<file path="src/rtl/term_pkg.sv">
// term_pkg: shared constants, state encoding and byte classification for
// the text-terminal write controller.
//   ASCII_*     control / printable boundary codes
//   ST_*        state encoding of the controller FSM
//   state_e     FSM state type built on the ST_* codes
//   byte_cls_e  class of a received byte (printable, newline, backspace, other)
//   classify()  maps a received byte onto byte_cls_e
package term_pkg;

  localparam logic [7:0] ASCII_CR    = 8'h0D;
  localparam logic [7:0] ASCII_LF    = 8'h0A;
  localparam logic [7:0] ASCII_BS    = 8'h08;
  localparam logic [7:0] ASCII_SP    = 8'h20;
  localparam logic [7:0] ASCII_TILDE = 8'h7E;

  localparam logic [1:0] ST_IDLE  = 2'd0;
  localparam logic [1:0] ST_PUT   = 2'd1;
  localparam logic [1:0] ST_CLEAR = 2'd2;
  localparam logic [1:0] ST_ECHO  = 2'd3;

  typedef enum logic [1:0] {
    IDLE  = ST_IDLE,
    PUT   = ST_PUT,
    CLEAR = ST_CLEAR,
    ECHO  = ST_ECHO
  } state_e;

  typedef enum logic [1:0] {
    CLS_PRINT,
    CLS_NEWLINE,
    CLS_BACK,
    CLS_OTHER
  } byte_cls_e;

  // CR and LF behave identically on this display: both start a new line.
  function automatic byte_cls_e classify(input logic [7:0] b);
    if (b >= ASCII_SP && b <= ASCII_TILDE) return CLS_PRINT;
    if (b == ASCII_CR || b == ASCII_LF)    return CLS_NEWLINE;
    if (b == ASCII_BS)                     return CLS_BACK;
    return CLS_OTHER;
  endfunction

endpackage

</file>
<file path="src/rtl/term_cursor.sv">
// term_cursor: cursor position registers with the screen wrap rules.
// Ports:
//   clk, reset        clock, asynchronous active-low reset
//   i_inc             advance one cell (col+1, wrapping into the next row)
//   i_newline         go to column 0 of the next row
//   i_back            step back one cell, sticking at (0,0)
//   i_home            go to (0,0)
//   o_row, o_col      registered cursor position
//   o_back_row/col    combinational preview of the position i_back would give
// Commands are one-hot; if several are raised anyway, home > inc > newline > back.
module term_cursor
  import term_pkg::*;
#(
  parameter int COLS  = 32,
  parameter int ROWS  = 4,
  parameter int COL_W = 5,
  parameter int ROW_W = 2
) (
  input  logic             clk,
  input  logic             reset,
  input  logic             i_inc,
  input  logic             i_newline,
  input  logic             i_back,
  input  logic             i_home,
  output logic [ROW_W-1:0] o_row,
  output logic [COL_W-1:0] o_col,
  output logic [ROW_W-1:0] o_back_row,
  output logic [COL_W-1:0] o_back_col
);

  localparam logic [COL_W-1:0] LAST_COL = COL_W'(COLS - 1);
  localparam logic [ROW_W-1:0] LAST_ROW = ROW_W'(ROWS - 1);

  logic [ROW_W-1:0] r_row;
  logic [COL_W-1:0] r_col;
  logic [ROW_W-1:0] w_row_next;
  logic [ROW_W-1:0] w_back_row;
  logic [COL_W-1:0] w_back_col;

  // Next row with wrap from the bottom line back to the top.
  assign w_row_next = (r_row == LAST_ROW) ? '0 : r_row + ROW_W'(1);

  always_comb begin
    // NOTE: defaults first so every path assigns every output -- no latch.
    w_back_row = r_row;
    w_back_col = r_col;
    if (r_col != '0) begin
      w_back_col = r_col - COL_W'(1);
    end else if (r_row != '0) begin
      w_back_row = r_row - ROW_W'(1);
      w_back_col = LAST_COL;
    end
  end

  always_ff @(posedge clk or negedge reset) begin
    // NOTE: non-blocking assignments for all state so every register samples
    // pre-edge values regardless of statement order.
    if (!reset) begin
      r_row <= '0;
      r_col <= '0;
    end else if (i_home) begin
      r_row <= '0;
      r_col <= '0;
    end else if (i_inc) begin
      if (r_col == LAST_COL) begin
        r_col <= '0;
        r_row <= w_row_next;
      end else begin
        r_col <= r_col + COL_W'(1);
      end
    end else if (i_newline) begin
      r_col <= '0;
      r_row <= w_row_next;
    end else if (i_back) begin
      r_row <= w_back_row;
      r_col <= w_back_col;
    end
  end

  assign o_row      = r_row;
  assign o_col      = r_col;
  assign o_back_row = w_back_row;
  assign o_back_col = w_back_col;

endmodule

</file>
<file path="src/rtl/term_write_ctrl.sv">
// term_write_ctrl: owns the write port of the character-cell RAM behind the
// text display. Turns received bytes into cell writes and cursor moves and
// runs the full-screen clear sweep.
// Ports:
//   clk, reset                  clock, asynchronous active-low reset
//   rx_valid, rx_data           one-cycle strobe with the received byte
//   clr_req                     one-cycle clear-screen strobe
//   wr_en/wr_row/wr_col/wr_data RAM write port (registered)
//   cur_row, cur_col            cursor position
//   busy                        high whenever the FSM is not IDLE
//   ovr                         sticky: a received byte was dropped
//   tx_start, tx_data, tx_busy  echo handshake to the UART transmitter
// Build option: define ECHO_EN to echo every accepted byte through the
// transmitter; without it tx_start/tx_data are tied to 0 and tx_busy is unused.
module term_write_ctrl
  import term_pkg::*;
#(
  parameter int COLS  = 32,
  parameter int ROWS  = 4,
  parameter int COL_W = 5,
  parameter int ROW_W = 2
) (
  input  logic             clk,
  input  logic             reset,
  input  logic             rx_valid,
  input  logic [7:0]       rx_data,
  input  logic             clr_req,
  output logic             wr_en,
  output logic [ROW_W-1:0] wr_row,
  output logic [COL_W-1:0] wr_col,
  output logic [7:0]       wr_data,
  output logic [ROW_W-1:0] cur_row,
  output logic [COL_W-1:0] cur_col,
  output logic             busy,
  output logic             ovr,
  output logic             tx_start,
  output logic [7:0]       tx_data,
  input  logic             tx_busy
);

  localparam logic [COL_W-1:0] LAST_COL = COL_W'(COLS - 1);
  localparam logic [ROW_W-1:0] LAST_ROW = ROW_W'(ROWS - 1);

  state_e           r_state, w_nxt_state;
  logic [7:0]       r_byte, w_nxt_byte;
  logic             r_wr_en, w_nxt_wr_en;
  logic [ROW_W-1:0] r_wr_row, w_nxt_wr_row;
  logic [COL_W-1:0] r_wr_col, w_nxt_wr_col;
  logic [7:0]       r_wr_data, w_nxt_wr_data;
  logic             r_busy;
  logic             r_ovr, w_nxt_ovr;

  logic             w_cmd_inc, w_cmd_newline, w_cmd_back, w_cmd_home;
  logic [ROW_W-1:0] w_cur_row, w_back_row;
  logic [COL_W-1:0] w_cur_col, w_back_col;
  byte_cls_e        w_rx_cls, w_put_cls;

`ifdef ECHO_EN
  logic             r_tx_start, w_nxt_tx_start;
  logic [7:0]       r_tx_data, w_nxt_tx_data;
`endif

  term_cursor #(
    .COLS  (COLS),
    .ROWS  (ROWS),
    .COL_W (COL_W),
    .ROW_W (ROW_W)
  ) u_cursor (
    .clk        (clk),
    .reset      (reset),
    .i_inc      (w_cmd_inc),
    .i_newline  (w_cmd_newline),
    .i_back     (w_cmd_back),
    .i_home     (w_cmd_home),
    .o_row      (w_cur_row),
    .o_col      (w_cur_col),
    .o_back_row (w_back_row),
    .o_back_col (w_back_col)
  );

  assign w_rx_cls  = classify(rx_data);
  assign w_put_cls = classify(r_byte);

  // Next-state / next-output logic. The write for a received byte is decided
  // on the accepting edge so it appears in the PUT cycle; the cursor moves on
  // the PUT edge, which is why a backspace write uses the back-step preview.
  always_comb begin
    w_nxt_state   = r_state;
    w_nxt_byte    = r_byte;
    w_nxt_wr_en   = 1'b0;
    w_nxt_wr_row  = r_wr_row;
    w_nxt_wr_col  = r_wr_col;
    w_nxt_wr_data = r_wr_data;
    w_nxt_ovr     = r_ovr;
    w_cmd_inc     = 1'b0;
    w_cmd_newline = 1'b0;
    w_cmd_back    = 1'b0;
    w_cmd_home    = 1'b0;
`ifdef ECHO_EN
    w_nxt_tx_start = 1'b0;
    w_nxt_tx_data  = r_tx_data;
`endif

    case (r_state)
      IDLE: begin
        if (clr_req) begin
          // The write address registers double as the sweep counter.
          w_nxt_state   = CLEAR;
          w_nxt_ovr     = 1'b0;
          w_nxt_wr_en   = 1'b1;
          w_nxt_wr_row  = '0;
          w_nxt_wr_col  = '0;
          w_nxt_wr_data = ASCII_SP;
        end else if (rx_valid) begin
          w_nxt_byte  = rx_data;
          w_nxt_state = PUT;
          case (w_rx_cls)
            CLS_PRINT: begin
              w_nxt_wr_en   = 1'b1;
              w_nxt_wr_row  = w_cur_row;
              w_nxt_wr_col  = w_cur_col;
              w_nxt_wr_data = rx_data;
            end
            CLS_BACK: begin
              w_nxt_wr_en   = 1'b1;
              w_nxt_wr_row  = w_back_row;
              w_nxt_wr_col  = w_back_col;
              w_nxt_wr_data = ASCII_SP;
            end
            default: ;
          endcase
        end
      end

      PUT: begin
        w_cmd_inc     = (w_put_cls == CLS_PRINT);
        w_cmd_newline = (w_put_cls == CLS_NEWLINE);
        w_cmd_back    = (w_put_cls == CLS_BACK);
`ifdef ECHO_EN
        w_nxt_state   = ECHO;
`else
        w_nxt_state   = IDLE;
`endif
      end

      CLEAR: begin
        if (r_wr_row == LAST_ROW && r_wr_col == LAST_COL) begin
          w_nxt_state = IDLE;
          w_nxt_ovr   = 1'b0;
          w_cmd_home  = 1'b1;
        end else begin
          w_nxt_wr_en = 1'b1;
          if (r_wr_col == LAST_COL) begin
            w_nxt_wr_col = '0;
            w_nxt_wr_row = r_wr_row + ROW_W'(1);
          end else begin
            w_nxt_wr_col = r_wr_col + COL_W'(1);
          end
        end
      end

`ifdef ECHO_EN
      ECHO: begin
        if (!tx_busy) begin
          w_nxt_tx_start = 1'b1;
          w_nxt_tx_data  = r_byte;
          w_nxt_state    = IDLE;
        end
      end
`endif

      default: w_nxt_state = IDLE;
    endcase

    // Any byte that cannot be taken is reported; this wins over the clears
    // above so a drop on the same edge is never lost.
    if (rx_valid && (r_state != IDLE || clr_req)) begin
      w_nxt_ovr = 1'b1;
    end
  end

  always_ff @(posedge clk or negedge reset) begin
    if (!reset) begin
      r_state   <= IDLE;
      r_byte    <= '0;
      r_wr_en   <= 1'b0;
      r_wr_row  <= '0;
      r_wr_col  <= '0;
      r_wr_data <= '0;
      r_busy    <= 1'b0;
      r_ovr     <= 1'b0;
    end else begin
      r_state   <= w_nxt_state;
      r_byte    <= w_nxt_byte;
      r_wr_en   <= w_nxt_wr_en;
      r_wr_row  <= w_nxt_wr_row;
      r_wr_col  <= w_nxt_wr_col;
      r_wr_data <= w_nxt_wr_data;
      r_busy    <= (w_nxt_state != IDLE);
      r_ovr     <= w_nxt_ovr;
    end
  end

`ifdef ECHO_EN
  always_ff @(posedge clk or negedge reset) begin
    if (!reset) begin
      r_tx_start <= 1'b0;
      r_tx_data  <= '0;
    end else begin
      r_tx_start <= w_nxt_tx_start;
      r_tx_data  <= w_nxt_tx_data;
    end
  end

  assign tx_start = r_tx_start;
  assign tx_data  = r_tx_data;
`else
  logic w_unused_tx_busy;
  assign w_unused_tx_busy = tx_busy;
  assign tx_start = 1'b0;
  assign tx_data  = '0;
`endif

  assign wr_en   = r_wr_en;
  assign wr_row  = r_wr_row;
  assign wr_col  = r_wr_col;
  assign wr_data = r_wr_data;
  assign cur_row = w_cur_row;
  assign cur_col = w_cur_col;
  assign busy    = r_busy;
  assign ovr     = r_ovr;

endmodule

</file>
<file path="config.mk">
export PLATFORM = sky130hd
export DESIGN_NAME = term_write_ctrl
export DESIGN_NICKNAME = d
export VERILOG_FILES = /design/src/rtl/term_pkg.sv /design/src/rtl/term_cursor.sv /design/src/rtl/term_write_ctrl.sv
export SDC_FILE = /design/constraint.sdc
export NUM_CORES = 1
export LEC_CHECK = 0
export BUFFER_PORTS_ARGS = -buffer_cell sky130_fd_sc_hd__buf_2
export CORE_ASPECT_RATIO = 1.4
export CORE_UTILIZATION = 30
export CTS_CLUSTER_DIAMETER = 200
export DETAILED_ROUTE_END_ITERATION = 16
export GPL_TIMING_DRIVEN = 1
export PLACE_DENSITY = 0.55
export SYNTH_ARGS = -nofsm -noshare
export SYNTH_HDL_FRONTEND = slang
export SYNTH_SLANG_ARGS = --single-unit
export TNS_END_PERCENT = 1
</file>
<file path="constraint.sdc">
create_clock -name clk -period 2.82 [get_ports clk]
set_input_delay 0.564 -clock clk [delete_from_list [all_inputs] [get_ports clk]]
set_output_delay 0.564 -clock clk [all_outputs]
set_load 0.01 [all_outputs]
</file>
==> results.ini <==
[final_layout]
register_area_um2 = 876
area_growth_pct = 14.2
drive_gt1_frac = 0.264
finish.instance_area_um2 = 2640
final_util = 0.356
diodes = 0
fill_cells = 786
nets = 292
multiInputGateArea_um2 = 1300

[setup_path]
arrival_ns = 2.48
end_kind = flip-flop
crit_chain = ha_1, and3_1, ha_1, a311o_1, and3_1, inv_1, mux2_2
worstPathRequired_ns = 3.00
critPathMaxFanout = 10
slowest_stage = dfrtp_1
max_stage_delay_ns = 0.43
cp_top_family = adder cells
crit_type = reg -> reg
crit_buf_inv = 1
critPathLaunchType = flip-flop

[floorplan]
initial_utilization = 0.312
design.core.area_um2 = 7410
die_area_um2 = 8070
die_h_um = 106
num_rows = 37
die_w_um = 76.2
num_io_pins = 47

[placement]
portBuffers = 36
dp_hpwl_um = 4020
placed_area_um2 = 2550
gp_congestion = 0.762

[cts]
clockBufferDepth = 2
tritoncts.num_buffers = 5
cts_post_setup_buffers_inserted = 0
worstSkewPairLatency_ns = 0.29
cts-root-buf = clkbuf_8
cts_tree = yes
clkTransAtPathRegs_ns = 0.07
htree_num_levels = 2
cts.repair.resized = 0
clock_sinks = 35
hold_buffers = 0

[synth]
ys_seq_elements = 35
yosysUniqueCellTypes = 56
synthXorXnorAreaFrac = 0
synth_top_cell_by_area = dfrtp_1
syn_inst = 231
synth_edf_count = 0
yosys.area_share.simple = 0.221
yosys-top-cells-area = dfrtp_1 (38%), mux2_2 (6.8%), ha_1 (5.4%), mux2i_1 (4.3%), buf_4 (4.2%)
synthFlopType = dfrtp_1
synth-adder-area-share = 0.0541
synth_warnings = 0
ys_seq_area_frac = 0.379
synth_compound_area_frac = 0.163
async_reset_ff_frac = 1.00
synthMuxAreaShare = 0.111
netlist_top_cells_count = dfrtp_1 (35), nand2_1 (18), mux2_2 (14), nor2_1 (14), buf_4 (13)
netlist_area_um2 = 2310
avgSynthCellArea_um2 = 10.0
synth_top_family_by_area = simple AND/OR/NAND/NOR gates
yosys.area.top_type_share = 0.379
synth.most_common_cell = dfrtp_1

[global_route]
grt_pass1_vias = 1857
track_usage = 0.143
grt_pass1_wl_um = 8950
gr-total-overflow = 0
antenna_found_initial = 0
grt_max_degree = 36

[sta]
fin_skew_ns = 0.00273
setup_viol_count_final = 0
slew_headroom = 0.480
tightestPinTransition_ns = 0.781
max_freq_mhz = 435
drv_slew = 0
whs_ns = 0.351
tns_ns = 0
min_period_ns = 2.30
rsz0062_at_grt = false
hold_viol_final = 0
finalCritPeriodShare = 0.815

[status]
status = completed

[detailed_routing]
first_iter_violations = 66
ant_nets = 0
dr.pass1.iters = 4
vias_per_cell = 5.10
drc = 0
drt-total-wl_um = 5350
wire_per_inst_um = 14.6
dr_total_vias = 1867

[worst_hold_path]
hold_path.class = in -> async

[power]
p_leak_nw = 1.19
ir_worst_vdd_mv = 0.288
p_per_area_nw_per_um2 = 656

[run]
drv_cap = 0

-- layout by cell type, fill, tap and decap left out, drive strengths merged, types with 2 or more instances in the layout --
cell,synthesis,layout
buf,15,40
dfrtp,35,35
nand2,18,18
nor2,14,14
mux2,14,14
inv,11,11
a21oi,10,10
mux2i,10,10
nor2b,10,10
ha,10,10
conb,1,9
o21ai,7,7
nand3,6,6
clkbuf,2,6
nor3,5,5
nand2b,5,5
nand4,4,4
and3,4,4
a31oi,4,4
and4,3,3
and2,3,3
a2bb2oi,3,3
nor4b,3,3
a311o,2,2
o22ai,2,2
o32ai,2,2
o22a,2,2
o21a,2,2
nor4,2,2
-- logic make-up (layout without fill, tap and decap cells) --
| logic type | count (synthesis) | after routing |
|---|---|---|
| compound gates | 49 | 49 |
| fa+ha+maj | 10 | 10 |
| buf+inv | 28 | 58 |
| flops | 35 | 35 |
| mux | 24 | 24 |
| other cells | 1 | 9 |
| simple gates | 84 | 84 |
-- layout make-up --
type,count,area share
inverter,11,0.0156
timing repair buffer,40,0.0796
sequential,35,0.332
tap,97,0.0460
multi-input combinational,176,0.494
clock buffer,6,0.0313
clock inverter,1,0.00190
-- worst paths after layout --
path                                  from          to  slack [ns]  cells after the start
worst min-delay path                 reset   r_byte[1]        0.35                      1
max in group asynchronous            reset   wr_row[1]        1.98                      1
worst min register to register  wr_data[7]  wr_data[7]        0.50                      1
min in group clk                wr_data[7]  wr_data[7]        0.50                      1
worst max register to register   wr_col[0]   wr_col[0]        0.52                      7
worst max-delay path             wr_col[0]   wr_col[0]        0.52                      7
-- layer usage --
layer	GRT usage	vias up	share of wire
li1	-	907	-
met2	0.262	47	0.52
met4	0.0495	0	0.012
met3	0.0260	7	0.034
met1	0.165	906	0.43
met5	0	-	0
-- power by group --
part           total, W  switching [W]  internal [W]  leakage (nW)
sequential     0.000789       0.000136      0.000653         0.433
combinational  0.000567       0.000286      0.000281         0.712
clock          0.000374       0.000183      0.000192        0.0470
-- stage by stage --
step	instances	power, W	setup WS (ns)
after floorplan	239	0.00117	0.640
after global placement	359	0.00136	0.480
after detailed placement	359	0.00138	0.455
after CTS	366	0.00175	0.512
after global routing	366	0.00186	0.389
final	366	0.00173	0.520
-- registers in the layout, indices dropped and copies added (netlist names) --
signal	flops
wr_row	2
u_cursor.o_row	2
wr_en	1
busy	1
r_state	2
wr_col	5
u_cursor.o_col	5
r_byte	8
ovr	1
wr_data	8
No activity file was read; power rests on OpenSTA's default activity.
